==> src/rtl/fsm_trace_pkg.sv <==
// Shared constants and helpers for the FSM trace reader slice.
// Holds the state encodings and the index-width helper.
package fsm_trace_pkg;

    localparam logic [1:0] ST_IDLE   = 2'd0;
    localparam logic [1:0] ST_SCAN   = 2'd1;
    localparam logic [1:0] ST_STREAM = 2'd2;
    localparam logic [1:0] ST_DONE   = 2'd3;

    // Index width for n history entries, never narrower than one bit.
    function automatic int unsigned idx_width(input int unsigned n);
        return (n <= 1) ? 1 : $clog2(n);
    endfunction

endpackage

==> src/rtl/fsm_trace_first_valid.sv <==
// Combinational search for the oldest (highest-index) nonzero history entry.
// Reports index 0 and all_zero=1 when every entry is zero.
module fsm_trace_first_valid
    import fsm_trace_pkg::*;
#(
    parameter int unsigned W  = 8,
    parameter int unsigned N  = 4,
    parameter int unsigned IW = idx_width(N)
) (
    input  logic [W*N-1:0] snapshot,
    output logic [IW-1:0]  index,
    output logic           all_zero
);

    always_comb begin
        index    = '0;
        all_zero = 1'b1;
        // Ascending scan: the last match is the highest nonzero index.
        for (int unsigned i = 0; i < N; i++) begin
            if (snapshot[i*W +: W] != '0) begin
                index    = IW'(i);
                all_zero = 1'b0;
            end
        end
    end

endmodule

==> src/rtl/fsm_trace_reader.sv <==
// Captures a packed state-history vector on request and streams its entries
// oldest-first over a valid/ready interface, counting requests made while busy.
module fsm_trace_reader
    import fsm_trace_pkg::*;
#(
    parameter int unsigned INTSTATE_WIDTH        = 8,
    parameter int unsigned INTSTATE_VECTOR_WIDTH = 32,
    parameter bit          TRIM_UNFILLED         = 1'b1
) (
    input  logic                                clk,
    input  logic                                reset,
    input  logic [INTSTATE_VECTOR_WIDTH-1:0]    state_vector_in,
    input  logic                                snap_req,
    output logic                                busy,
    output logic                                hist_valid,
    input  logic                                hist_ready,
    output logic [INTSTATE_WIDTH-1:0]           hist_data,
    output logic [idx_width(INTSTATE_VECTOR_WIDTH/INTSTATE_WIDTH)-1:0] hist_index,
    output logic                                hist_last,
    output logic                                snap_done,
    output logic [7:0]                          drop_count
);

    localparam int unsigned W  = INTSTATE_WIDTH;
    localparam int unsigned VW = INTSTATE_VECTOR_WIDTH;
    localparam int unsigned N  = VW / W;
    localparam int unsigned IW = idx_width(N);

    if ((VW % W) != 0) begin : g_width_check
        $error("INTSTATE_VECTOR_WIDTH must be a multiple of INTSTATE_WIDTH");
    end

    logic [1:0]    state_q, state_d;
    logic [VW-1:0] snap_q,  snap_d;
    logic [IW-1:0] idx_q,   idx_d;
    logic [W-1:0]  data_q,  data_d;
    logic          last_q,  last_d;
    logic          valid_q, valid_d;
    logic [7:0]    drop_q,  drop_d;

    logic [IW-1:0] found_idx;
    logic          all_zero;
    logic [IW-1:0] start_idx;
    logic [IW-1:0] sel_idx;
    logic [W-1:0]  sel_data;

    fsm_trace_first_valid #(
        .W  (W),
        .N  (N),
        .IW (IW)
    ) u_first_valid (
        .snapshot (snap_q),
        .index    (found_idx),
        .all_zero (all_zero)
    );

    always_comb begin
        start_idx = TRIM_UNFILLED ? found_idx : IW'(N - 1);
        if (all_zero) begin
            start_idx = '0;
        end
        // One mux serves both the first beat and every subsequent beat.
        sel_idx  = (state_q == ST_SCAN) ? start_idx : (idx_q - IW'(1));
        sel_data = '0;
        for (int unsigned i = 0; i < N; i++) begin
            if (sel_idx == IW'(i)) begin
                sel_data = snap_q[i*W +: W];
            end
        end
    end

    always_comb begin
        state_d = state_q;
        snap_d  = snap_q;
        idx_d   = idx_q;
        data_d  = data_q;
        last_d  = last_q;
        valid_d = valid_q;
        drop_d  = drop_q;

        if (snap_req && (state_q != ST_IDLE) && (drop_q != 8'hFF)) begin
            drop_d = drop_q + 8'd1;
        end

        case (state_q)
            ST_IDLE: begin
                if (snap_req) begin
                    snap_d  = state_vector_in;
                    state_d = ST_SCAN;
                end
            end
            ST_SCAN: begin
                idx_d   = sel_idx;
                data_d  = sel_data;
                last_d  = (sel_idx == '0);
                valid_d = 1'b1;
                state_d = ST_STREAM;
            end
            ST_STREAM: begin
                if (valid_q && hist_ready) begin
                    if (last_q) begin
                        valid_d = 1'b0;
                        last_d  = 1'b0;
                        state_d = ST_DONE;
                    end else begin
                        idx_d  = sel_idx;
                        data_d = sel_data;
                        last_d = (sel_idx == '0);
                    end
                end
            end
            ST_DONE: state_d = ST_IDLE;
            default: state_d = ST_IDLE;
        endcase
    end

    always_ff @(posedge clk) begin
        if (reset) begin
            state_q <= ST_IDLE;
            snap_q  <= '0;
            idx_q   <= '0;
            data_q  <= '0;
            last_q  <= 1'b0;
            valid_q <= 1'b0;
            drop_q  <= '0;
        end else begin
            state_q <= state_d;
            snap_q  <= snap_d;
            idx_q   <= idx_d;
            data_q  <= data_d;
            last_q  <= last_d;
            valid_q <= valid_d;
            drop_q  <= drop_d;
        end
    end

    assign busy       = (state_q != ST_IDLE);
    assign snap_done  = (state_q == ST_DONE);
    assign hist_valid = valid_q;
    assign hist_data  = data_q;
    assign hist_index = idx_q;
    assign hist_last  = last_q;
    assign drop_count = drop_q;

endmodule

==> config.mk <==
export PLATFORM = sky130hd
export DESIGN_NAME = fsm_trace_reader
export DESIGN_NICKNAME = d
export VERILOG_FILES = /design/src/rtl/fsm_trace_pkg.sv /design/src/rtl/fsm_trace_first_valid.sv /design/src/rtl/fsm_trace_reader.sv
export SDC_FILE = /design/constraint.sdc
export NUM_CORES = 1
export LEC_CHECK = 0
export BUFFER_PORTS_ARGS = -buffer_cell sky130_fd_sc_hd__clkbuf_2
export CAP_MARGIN = 20
export CORE_ASPECT_RATIO = 0.8
export CORE_MARGIN = 10
export CORE_UTILIZATION = 47
export DETAILED_ROUTE_END_ITERATION = 7
export PLACE_DENSITY = 0.83
export SLEW_MARGIN = 20
export SYNTH_ARGS = -nofsm -noshare
export SYNTH_HDL_FRONTEND = slang
export SYNTH_SLANG_ARGS = --single-unit
==> constraint.sdc <==
create_clock -name clk -period 1.7 [get_ports clk]
set_clock_uncertainty 0.1 [all_clocks]
set_input_delay 0.255 -clock clk [delete_from_list [all_inputs] [get_ports clk]]
set_output_delay 0.255 -clock clk [all_outputs]
set_load 0.02 [all_outputs]
==> metrics <==
vias per cell 5.53; multi-input logic area about 0.0013 mm^2; Worst Setup End Kind flop; # fillers 360; ant diodes 0; antenna viol nets, final 0; Chip Width slightly below 100 um; worst path cell trace or4_4, nor2_4, a2bb2oi_4, buf_6, mux2i_2, o221ai_1; final worst slack -281 ps; commonest non-fill, non-tap cell in the layout nand2_1; grt total ovfl 0; final period utilization 1.17; largest net degree at the start of global routing 33; register bit total from synthesis 54; vias 2,374; core box area approximately 0.0047 mm^2; most area-consuming cells after synthesis dfxtp_1 46%, nand2_1 12%, a21oi_1 7.8%, mux2i_1 3.8%, o221ai_1 3.0%; clk sinks 54; average cell area after synthesis 8.34 um^2; Placement Cell Area 0.00292 mm^2; Post-Syn Nets 324; # port buffers 57; Distinct cells, synth 36; largest fanout on the critical path 5; sequential cell area between 0.001 and 0.0015 mm^2; drt wl/cell 15.9 um; CTS tree yes; final hold vios 0; residual DRC count 0; Leak Pwr 0.00130 uW; fmax 505 MHz; Pwr Total 4850 uW; Post-layout nets 410; initial detailed-routing violation count 157; WS Path Type flop to flop; max-cap viol count 0; Placer Congestion roughly 0.95; hpwl dp 5.10 mm; Critical Path Start Type flop; number of global-route vias before repair roughly 2.4k; RSZ-0062 raised after global routing true; Slew @ Worst Pin 319 ps; commonest non-fill, non-tap cells in the layout 73 x nand2_1, 56 x clkbuf_2, 49 x dfxtp_1; CP peak stage delay 550 ps; violated checks setup timing; relative slew slack 0.787; Final min period approximately 2000 ps; Die Y approximately 83 um; GRT Util Overall 0.161; outcome finished with violations; Layout area overhead 33.1%; routed wire length 6.82 mm; PD cells 1540 mW/mm^2; DRT Pass-1 Iters 4; peak supply drop 0.689 mV; initial antenna violation count 0; die area 0.00827 mm^2; Root Buffer clkbuf_8; H-tree depth 2; Starting Density 0.501; cts bufs inserted 5; num rows 22; post-synth top area cell dfxtp_1; synth warn 0; CP max stage cell or4_4; design area 0.00314 mm^2; Slew Limit Fails 0; post-synthesis sequential area ratio 0.458; Req. time, crit path 1770 ps; Hold WC Path Type primary input to flop; clk slew on worst S/H paths 90 ps; layout cell share with drive strength beyond 1 0.344; IO Pins 58; CP arrival 2050 ps; final hold slack between 40 and 50 ps; cell count after synthesis 283; worst hold path cell count 3; Synth Cell Area 0.00236 mm^2; first-pass GRT wire length 11.2 mm; Worst-Skew Late Latency roughly 310 ps; final setup fails 10; r2r worst-path depth 6; Synth top area share 0.458; Clock Tree Buf Depth 2
[where the power goes]
group | internal [uW] | switching [uW] | total, uW
combinational | 1130 | 1300 | 2430
clock | 283 | 406 | 689
sequential | 1530 | 202 | 1730
[kinds of logic (layout without fill, tap and decap cells)]
group	after synthesis	in the layout	share of synthesized area
simple gates	125	125	0.237
compound gates	63	63	0.166
flops	54	54	0.458
buf+inv	20	106	0.0477
mux	9	9	0.0382
xor+xnor	7	7	0.0260
fa+ha+maj	5	5	0.0265
[layout make-up]
class,count,share of cell area
clock buffers,6,0.0231
clock inverters,1,0.00239
inverters,3,0.00358
multi-input cells,209,0.403
flip-flops and latches,54,0.348
well taps,60,0.0239
repair buffers,96,0.196
[worst paths after layout]
kind	start	to	slack (ps)
max	snap_q[8]	hist_data[6]	-280
max reg2reg	snap_q[8]	hist_data[6]	-280
min reg2reg	snap_q[1]	snap_q[1]	370
min	state_vector_in[22]	snap_q[22]	50
[critical path: cells and delay by family, from the launching register on]
kind / cells / cell delay (ps)
and+or+nand+nor: 2 / 700
DFF: 1 / 330
AOI/OAI and AO/OA: 2 / 330
muxes: 1 / 240
buffers and inverters: 1 / 150
[per-stage QoR]
stage / utilization / setup TNS [ps] / cells / worst slack (ps)
floorplan: - / -566 / 283 / -72.7
global placement: 0.620 / -1210 / 419 / -146
detailed placement: 0.620 / -2070 / 419 / -247
CTS: 0.645 / -1810 / 427 / -208
global route: 0.667 / -2460 / 429 / -309
finish: 0.667 / -1830 / 429 / -281
[registers in the layout (all words and copies together), names as in the netlist]
signal	count
snap_q	32
drop_count	8
hist_data	8
hist_index	2
state_q	2
hist_last	1
hist_valid	1
[metal layers]
metal  vias up  share of wire  global-route usage
met3        13          0.091              0.0596
li1       1162              -                   -
met5         -              0                   0
met2        89           0.47               0.239
met1      1110           0.43               0.203
met4         0          0.016              0.0647
[Yosys cell counts]
| cell | instances |
|---|---|
| a21oi_1 | 37 |
| nand4b_1 | 1 |
| mux2i_1 | 9 |
| nor4_1 | 3 |
| o221ai_1 | 8 |
| or2_2 | 1 |
| nor3_1 | 4 |
| nor2b_1 | 1 |
| nand2b_1 | 2 |
| buf_6 | 2 |
| xor2_1 | 3 |
| xnor2_1 | 4 |
| a22oi_1 | 2 |
| or4_1 | 2 |
| a32oi_1 | 6 |
| nand3_1 | 8 |
| and3_1 | 1 |
| nand4_1 | 3 |
| a2bb2oi_1 | 2 |
| nand3b_1 | 8 |
| o22ai_1 | 1 |
| o21ai_0 | 3 |
| and2_1 | 1 |
| buf_4 | 2 |
| or3_1 | 1 |
| dfxtp_1 | 54 |
| clkbuf_8 | 1 |
| dlygate4sd2_1 | 1 |
| nand2_1 | 75 |
| inv_1 | 3 |
| ha_1 | 5 |
| o22a_1 | 1 |
| nor2_1 | 14 |
| a211oi_1 | 1 |
| o21a_1 | 2 |
| clkbuf_1 | 11 |
[timing repair]
action,CTS,global route
endpoints found under the setup margin,16,19
cloned,1,0
pin swaps,1,4
setup buffers,0,2
hold buffers,0,0
resized for setup,11,25
No activity file was read; power rests on OpenSTA's default activity.
